==> src/rtl/irq_pkg.sv <==
// Shared definitions for the interrupt arbiter: FSM state codes, register
// offsets, vector width and a highest-set-bit helper.
package irq_pkg;

  localparam int unsigned VEC_W   = 8;
  // Widest vector max_index() accepts; narrower vectors are zero-extended.
  localparam int unsigned MAX_SRC = 32;

  localparam logic [1:0] StIdle = 2'd0;
  localparam logic [1:0] StReq  = 2'd1;
  localparam logic [1:0] StAck  = 2'd2;

  localparam logic [13:0] MASK_OFS   = 14'd0;
  localparam logic [13:0] EOI_OFS    = 14'd2;
  localparam logic [13:0] STATUS_OFS = 14'd4;

  // Index of the highest set bit; 0 for an all-zero vector, so qualify with |v.
  function automatic logic [VEC_W-1:0] max_index(input logic [MAX_SRC-1:0] v);
    logic [VEC_W-1:0] idx;
    idx = '0;
    for (int i = 0; i < MAX_SRC; i++) begin
      if (v[i]) idx = VEC_W'(i);
    end
    return idx;
  endfunction

endpackage

==> src/rtl/irq_prio_enc.sv <==
// Highest-index request encoder. Only requests strictly above the in-service
// threshold compete; with no threshold every request competes.
module irq_prio_enc
  import irq_pkg::*;
#(
  parameter int unsigned NUM_SRC = 8
) (
  input  logic [NUM_SRC-1:0] req,
  input  logic               thr_valid,
  input  logic [VEC_W-1:0]   thr,
  output logic [VEC_W-1:0]   idx,
  output logic               any_valid
);

  // Later (higher) indices overwrite earlier ones, leaving the highest winner.
  always_comb begin
    idx       = '0;
    any_valid = 1'b0;
    for (int i = 0; i < NUM_SRC; i++) begin
      if (req[i] && (!thr_valid || (VEC_W'(i) > thr))) begin
        idx       = VEC_W'(i);
        any_valid = 1'b1;
      end
    end
  end

endmodule

==> src/rtl/irq_arbiter.sv <==
// Interrupt arbiter: samples active-low device requests, applies MASK and
// in-service tracking, and runs the int_n / int_ack_n handshake with the CPU.
// Optional macro IRQ_EDGE_EN switches request detection from level-sensitive
// to per-source falling-edge latches.
module irq_arbiter
  import irq_pkg::*;
#(
  parameter int unsigned NUM_SRC     = 8,
  parameter logic [13:0] BASE_ADDR   = 14'h2000,
  parameter int unsigned ACK_TIMEOUT = 255
) (
  input  logic               clk,
  input  logic               rst,
  input  logic [NUM_SRC-1:0] irq_n,
  input  logic               int_ack_n,
  output logic               int_n,
  output logic [VEC_W-1:0]   vector,
  output logic               vector_valid,
  input  logic [13:0]        addr_bus,
  input  logic               rd_n,
  input  logic               wr_n,
  input  logic [15:0]        wdata,
  output logic [15:0]        rdata
);

  localparam int unsigned IdxW       = (NUM_SRC > 1) ? $clog2(NUM_SRC) : 1;
  localparam logic [13:0] MaskAddr   = BASE_ADDR + MASK_OFS;
  localparam logic [13:0] EoiAddr    = BASE_ADDR + EOI_OFS;
  localparam logic [13:0] StatusAddr = BASE_ADDR + STATUS_OFS;

  logic [NUM_SRC-1:0] irq_s_q, mask_q, mask_d, isr_q, isr_d, pend;
  logic [NUM_SRC-1:0] eoi_clr, set_isr;
  logic [1:0]         state_q, state_d;
  logic [VEC_W-1:0]   sel_q, sel_d, vector_q, vector_d, win_idx, isr_top;
  logic [15:0]        cnt_q, cnt_d, cnt_inc, rdata_q, rdata_d;
  logic               int_n_q, int_n_d, vv_q, vv_d, win_valid;
  logic               unused_wdata;

  assign unused_wdata = ^wdata;

`ifdef IRQ_EDGE_EN
  logic [NUM_SRC-1:0] lat_q, lat_d;
  assign pend = lat_q & mask_q;
  // A fresh falling edge during ACK for sel survives the clear.
  assign lat_d = (lat_q & ~set_isr) | (irq_s_q & ~irq_n);
`else
  assign pend = ~irq_s_q & mask_q;
`endif

  assign isr_top = max_index(MAX_SRC'(isr_q));

  irq_prio_enc #(
    .NUM_SRC (NUM_SRC)
  ) u_prio_enc (
    .req       (pend),
    .thr_valid (|isr_q),
    .thr       (isr_top),
    .idx       (win_idx),
    .any_valid (win_valid)
  );

  // Register file: MASK write, EOI clear decode, registered read mux (pre-write data).
  always_comb begin
    mask_d  = mask_q;
    eoi_clr = '0;
    rdata_d = '0;
    if (!wr_n && (addr_bus == MaskAddr)) mask_d = wdata[NUM_SRC-1:0];
    // Indices at or above NUM_SRC shift out and clear nothing.
    if (!wr_n && (addr_bus == EoiAddr)) eoi_clr = NUM_SRC'(1'b1) << wdata[IdxW-1:0];
    if (!rd_n) begin
      if (addr_bus == MaskAddr) begin
        rdata_d = 16'(mask_q);
      end else if (addr_bus == StatusAddr) begin
        rdata_d = {8'(isr_q), 8'(pend)};
      end
    end
  end

  // Handshake FSM: arbitrate in IDLE, hold sel through REQ, strobe vector in ACK.
  always_comb begin
    state_d  = state_q;
    sel_d    = sel_q;
    cnt_d    = cnt_q;
    cnt_inc  = cnt_q + 16'd1;
    int_n_d  = int_n_q;
    vector_d = vector_q;
    vv_d     = 1'b0;
    set_isr  = '0;
    case (state_q)
      StIdle: begin
        if (win_valid) begin
          sel_d   = win_idx;
          int_n_d = 1'b0;
          cnt_d   = '0;
          state_d = StReq;
        end
      end
      StReq: begin
        if (!int_ack_n) begin
          int_n_d  = 1'b1;
          vector_d = sel_q;
          vv_d     = 1'b1;
          state_d  = StAck;
        end else begin
          cnt_d = cnt_inc;
          if (cnt_inc == 16'(ACK_TIMEOUT)) begin
            int_n_d = 1'b1;
            state_d = StIdle;
          end
        end
      end
      StAck: begin
        set_isr = NUM_SRC'(1'b1) << sel_q;
        state_d = StIdle;
      end
      default: begin
        int_n_d = 1'b1;
        state_d = StIdle;
      end
    endcase
    // Set after clear so an ACK for the EOI'd index keeps the bit.
    isr_d = (isr_q & ~eoi_clr) | set_isr;
  end

  // State registers with synchronous reset.
  always_ff @(posedge clk) begin
    if (rst) begin
      irq_s_q  <= '1;
      mask_q   <= '1;
      isr_q    <= '0;
      state_q  <= StIdle;
      sel_q    <= '0;
      cnt_q    <= '0;
      int_n_q  <= 1'b1;
      vector_q <= '0;
      vv_q     <= 1'b0;
      rdata_q  <= '0;
`ifdef IRQ_EDGE_EN
      lat_q    <= '0;
`endif
    end else begin
      irq_s_q  <= irq_n;
      mask_q   <= mask_d;
      isr_q    <= isr_d;
      state_q  <= state_d;
      sel_q    <= sel_d;
      cnt_q    <= cnt_d;
      int_n_q  <= int_n_d;
      vector_q <= vector_d;
      vv_q     <= vv_d;
      rdata_q  <= rdata_d;
`ifdef IRQ_EDGE_EN
      lat_q    <= lat_d;
`endif
    end
  end

  assign int_n        = int_n_q;
  assign vector       = vector_q;
  assign vector_valid = vv_q;
  assign rdata        = rdata_q;

endmodule

==> config.mk <==
export PLATFORM = sky130hd
export DESIGN_NAME = irq_arbiter
export DESIGN_NICKNAME = d
export VERILOG_FILES = /design/src/rtl/irq_pkg.sv /design/src/rtl/irq_prio_enc.sv /design/src/rtl/irq_arbiter.sv
export SDC_FILE = /design/constraint.sdc
export NUM_CORES = 1
export LEC_CHECK = 0
export BUFFER_PORTS_ARGS = -buffer_cell sky130_fd_sc_hd__buf_2
export CAP_MARGIN = 20
export CORE_ASPECT_RATIO = 1.75
export CORE_MARGIN = 2
export CORE_UTILIZATION = 35
export CTS_CLUSTER_DIAMETER = 80
export DETAILED_ROUTE_END_ITERATION = 7
export GPL_TIMING_DRIVEN = 0
export PLACE_DENSITY = 0.59
export SYNTH_ARGS = -nofsm -noshare
export SYNTH_HDL_FRONTEND = slang
export SYNTH_SLANG_ARGS = --single-unit
==> constraint.sdc <==
create_clock -name clk -period 3.36 [get_ports clk]
set_clock_uncertainty 0.1 [all_clocks]
set_input_delay 0.336 -clock clk [delete_from_list [all_inputs] [get_ports clk]]
set_output_delay 0.336 -clock clk [all_outputs]
set_load 0.05 [all_outputs]
Word-level counts from Yosys, hierarchy flattened:

Cells that the tools add are included.
W data, S select, Z words.

* bits in registers: 76
* bits in latches: 0
* memory bits (writable): 0
* memory bits (read-only): 0
* input bits: 43
* output and inout bits: 26
* memories kept: 0

* add/sub/neg operators: 1
* $mul: 0
* divide/modulo/power cells: 0
* $lt $le $gt $ge: 8
* equality and inequality tests: 9
* shifts and indexed selects: 2
* mux-type cells: 38
* bitwise gates (word level): 9
* reduce and logical (&&, ||, !) cells: 31

Operators by type and width (count)
* $mux W8: 9
* $eq A14 B14 Y1 const B: 3
* $gt A3 B8 Y1 const A: 4
* $mux W16: 2
* $pmux W16 S2: 1
* $add A16 B1 Y16 const B: 1
* $and A8 B8 Y8: 2
* $eq A16 B8 Y1 const B: 1
* $gt A1 B8 Y1 const A: 2
* $gt A2 B8 Y1 const A: 2
* $not A8 Y8: 2
* $mux W1: 14
* $mux W2: 6
* $mux W3: 4
* $logic_and A1 B1 Y1: 10
* $logic_or A1 B1 Y1: 8
* $or A8 B8 Y8: 1
* $reduce_or A8 Y1: 1
* $shl A1 B3 Y8 const A: 1
* $shl A1 B8 Y8 const A: 1
* $reduce_and A2 Y1: 3
* $reduce_and A3 Y1: 2
* $not A1 Y1: 4
* $pmux W2 S2: 1
* other kinds (11): 13

Longest topological paths before layout:

* depth in word-level cells: 20
* gate-level depth with buffers: 8

Cells and area by module:

A second synthesis with hierarchy kept.

* cells, all modules: 416
* area total of the unflattened synthesis: 3584.7 um^2

By module, submodules not included
* irq_arbiter: instances 1, cells an instance 376, area each 3321.9 um^2, seq. area each 1521.5 um^2
* irq_prio_enc: instances 1, cells an instance 40, area each 262.8 um^2, seq. area each 0.0 um^2

Least setup slack after synthesis:

Ideal clock, no wire load.

* path kind: register -> register
* start: register isr_q[6]
* end: register cnt_q[3]
* data arrival time: 2.011 ns
* required time: 3.132 ns
* setup slack: 1.121 ns
* cell stages (with the launch flop): 8
* clock period less this slack: 2.239 ns
* cells stage by stage: dfxtp_1 or4_1 or3b_1 a311oi_2 a31o_2 or4_4 buf_6 o22ai_2

* cells in the longest elaborated chain, start to end: 15
* elaborated cells between the ends (all ways): 38
* classes of those cells: order compare (8); eq/ne (1); mux (10); reduce/logical (19)

Ends and longest elaborated chain
* start, declared: line irq_arbiter.sv:31 `logic [NUM_SRC-1:0] irq_s_q, mask_q, mask_d, isr_q, isr_d, pend;`
* start signal, assigned: line irq_arbiter.sv:144 `isr_q <= isr_d;`
* $mux W8 (2 in a row): line irq_pkg.sv:22 `if (v[i]) idx = VEC_W'(i);`
* $gt A1 B8 Y1: line irq_prio_enc.sv:20 `if (req[i] && (!thr_valid || (VEC_W'(i) > thr))) begin`
* $logic_or A1 B1 Y1: line irq_prio_enc.sv:20
* $logic_and A1 B1 Y1: line irq_prio_enc.sv:20
* $mux W1 (7 in a row): line irq_prio_enc.sv:20
* $mux W1 *: line irq_prio_enc.sv:20
* $ne A2 B1 Y1 (no line) *
* $reduce_and A3 Y1 (no line) *
* end signal, assigned: line irq_arbiter.sv:147 `cnt_q <= cnt_d;`
* end, declared: line irq_arbiter.sv:35 `logic [15:0] cnt_q, cnt_d, cnt_inc, rdata_q, rdata_d;`

Every way passes the cells marked *; elsewhere a longest branch is shown, timed or not.
A chain may end at the register's enable or synchronous reset.

Worst setup path in the final report:

* start: register isr_q[6]
* end: register cnt_q[0]

Same word-level chain as after synthesis.

==> results.toml <==
[detailed_routing]
routed-via-count = 2716
vias_per_std_cell = 5.32
drt_iter0_markers = 119
detail-route-antenna-nets = 0
detail_route.first_pass.iterations = 4
drc = 0
route.final.wire_length_microns = 7460
detail_route.wl_per_cell_microns = 14.6

[grt]
use_met2_pct = 32.1
maximum_number_of_pins_on_one_net_before_global_route_repair = 12
antenna_found_initial = 0
grtUsageMet1_pct = 15.8
grt_max_usage_layer = "met2"
globalRouteTotalUtil_pct = 17.1
number_of_global_route_vias_before_repair = 2589
grt_pass1_wl_microns = 12000
global_route.overflow_total = 0
met3_usage_pct = 4.83

[synthesis]
ys_seq_elements = 66
synth_enable_flop_cells = 0
ys_dominant_reg_cell = "sky130_fd_sc_hd__dfxtp_1"
asyncSetResetFlopFracSynth_pct = 0
mappedNetlistArea_sq_um = 2960
postSynthCellCount = 346
synth.yosys.warnings = 0
yosysSeqAreaShare_pct = 44.7
synth.lib_cells_used.distinct = 50
mean_post_synth_cell_area_sq_um = 8.55

[floorplan]
overall_die_area_sq_um = 9230
initial_core_util_pct = 35.8
die_x_microns = 73.5
die_y_microns = 126
io-pin-count = 69
placeableCoreArea_sq_um = 8260
core.rowCount = 44

[sta]
slew_violations = 0
max-slew-margin-rel_pct = 45.3
fin_crit_sh_pct = 76.9
setup_viol = 0
achievable-frequency_mhz = 387
layout_min_cycle_time_ps = 2580
final_critical_path_setup_slack_ps = 777
hold_viol_final = 0
setup_tns_ps = 0
worst-slew-pin-transition_ps = 814
grt_setup_unrepaired = "false"

[final_layout]
drive_above_1_share_pct = 22.0
fill_cells = 845
most_common_cell_after_layout_fill_and_taps_aside = "sky130_fd_sc_hd__dfxtp_1"
antenna_cells_inserted = 0
fin_nets = 459
mostFrequentLayoutCells = "sky130_fd_sc_hd__dfxtp_1, sky130_fd_sc_hd__buf_2, sky130_fd_sc_hd__nand2_1"
synthToLayoutAreaGrowth_pct = 22.6
layout.core_utilization_pct = 43.9

[setup_path]
critical_path.max_fanout = 10
critical_path.cell_chain = "or4_1 -> or3b_1 -> a311oi_2 -> a31o_2 -> or4_4 -> buf_6 -> mux2i_1"
critPathCaptureType = "flop"
critPathRequiredTime_ps = 3460
setup.worst_path.class = "flop to flop"
critPathMaxStageDelay_ps = 610
worst_ep_arrival_time_ps = 2680
timing.critical_path.slowest_stage_cell = "sky130_fd_sc_hd__or4_1"
worstSetupStartpointType = "flop"

[outcome]
outcome = "complete, no violations"

[clocking]
hold_fix_buffers_cts = 0
cts_root_buf = "sky130_fd_sc_hd__clkbuf_16"
cts_max_level = 3
post-cts-setup-buffer-count = 0
tritoncts = "yes"
clk_path_buf_depth = 2
clkTransAtPathRegs_ps = 50
cts_made_buffers = 9
tritoncts_num_sinks = 66
cts_resized = 0
clk_latency_ps = 330

[place]
gp_congestion = 0.810
place_worst_setup_slack_ps = 799
io_buffer_count = 53
place.detailed.hpwl_microns = 5770

[power]
power.leakage_nw = 1.46
power.density_cell_area_nw_per_um2 = 528
vdd.ir_drop.worst_mv = 0.262

[job]
maxCapViolCount = 0

[worst_hold_path]
worst_hold_path_type = "input pin to flop"
[cells in the mapped netlist, drive strengths merged, types with 6 or more instances]
| master | count | area [sq um] |
|---|---|---|
| a211o | 9 | 78.8 |
| nor4 | 6 | 37.5 |
| or2 | 8 | 50.1 |
| buf | 7 | 52.6 |
| nor2 | 15 | 56.3 |
| o21ai | 20 | 100 |
| a31oi | 9 | 56.3 |
| a21oi | 19 | 95.1 |
| and3 | 21 | 136 |
| inv | 15 | 56.3 |
| clkbuf | 14 | 52.6 |
| nor3 | 15 | 75.1 |
| dfxtp | 66 | 1320 |
| nand3 | 11 | 55.1 |
| nand2 | 36 | 135 |
| xnor2 | 6 | 52.6 |
| nand4 | 9 | 56.3 |
| nor2b | 14 | 87.6 |
[flip-flops by register name, summed over array words and instances, names as in the netlist]
| signal | cells |
|---|---|
| cnt_q | 16 |
| isr_q | 8 |
| vector | 3 |
| state_q | 2 |
| irq_s_q | 8 |
| rdata | 16 |
| vector_valid | 1 |
| mask_q | 8 |
| int_n | 1 |
| sel_q | 3 |
[critical path, delay by kind of cell, from the launching register on]
kind / cells / cell delay [ps]
compound gates: 2 / 570
buf+inv: 1 / 140
flops: 1 / 370
mux: 1 / 70
simple gates: 3 / 1190
[cells by family (layout without fill, tap and decap cells)]
family | after synthesis | after routing | share of synthesized area, %
multiplexers | 1 | 1 | 0.339
AND/OR/NAND/NOR | 155 | 155 | 28.6
other | 1 | 5 | 0.127
flip-flops | 66 | 66 | 44.7
XOR/XNOR | 6 | 6 | 1.78
adder cells (fa/ha/maj) | 2 | 2 | 0.846
buffers and inverters | 36 | 105 | 5.46
AO/OA/AOI/OAI | 79 | 79 | 18.2
[cell type report]
type | count | area [sq um] | share of cell area (%)
Multi-Input combinational cell | 248 | 1490 | 41.1
Timing Repair Buffer | 53 | 265 | 7.32
Clock inverter | 5 | 30.0 | 0.828
Sequential cell | 66 | 1320 | 36.5
Buffer | 21 | 105 | 2.90
Tap cell | 92 | 115 | 3.18
Inverter | 15 | 56.3 | 1.55
Clock buffer | 11 | 243 | 6.70
[final timing paths]
check	from	end	slack (ps)	depth (start not counted)
setup / recovery	isr_q[6]	cnt_q[0]	780	7
hold reg to reg	cnt_q[15]	cnt_q[15]	370	2
setup reg to reg	isr_q[6]	cnt_q[0]	780	7
hold / removal	irq_n[3]	irq_s_q[3]	90	2
[report_power, final]
part / leakage [nW] / switching [W] / total, W / internal [W]
clock network: 0.131 / 0.000331 / 0.000846 / 0.000514
logic: 0.791 / 0.000145 / 0.000226 / 0.0000809
registers: 0.536 / 0.0000331 / 0.000841 / 0.000808
total: 1.46 / 0.000510 / 0.00191 / 0.00140
[per-layer routing]
layer / wire, microns / share of wire, % / up-vias
met4: 294 / 3.9 / 0
met5: 0 / 0 / -
met3: 316 / 4.2 / 23
met1: 2750 / 37 / 1245
met2: 4100 / 55 / 72
li1: - / - / 1376
[stage by stage]
step | cell area, sq um | power (W) | std cells | hold slack [ps]
3_3_place_gp | 3350 | 0.00108 | 495 | 372
5_1_grt | 3620 | 0.00200 | 511 | 83.1
3_5_place_dp | 3350 | 0.00108 | 495 | 372
6_report | 3620 | 0.00191 | 511 | 85.4
4_1_cts | 3620 | 0.00194 | 511 | 73.7
2_1_floorplan | 2970 | 0.00101 | 350 | 340
(Power assumes the default switching activity.)
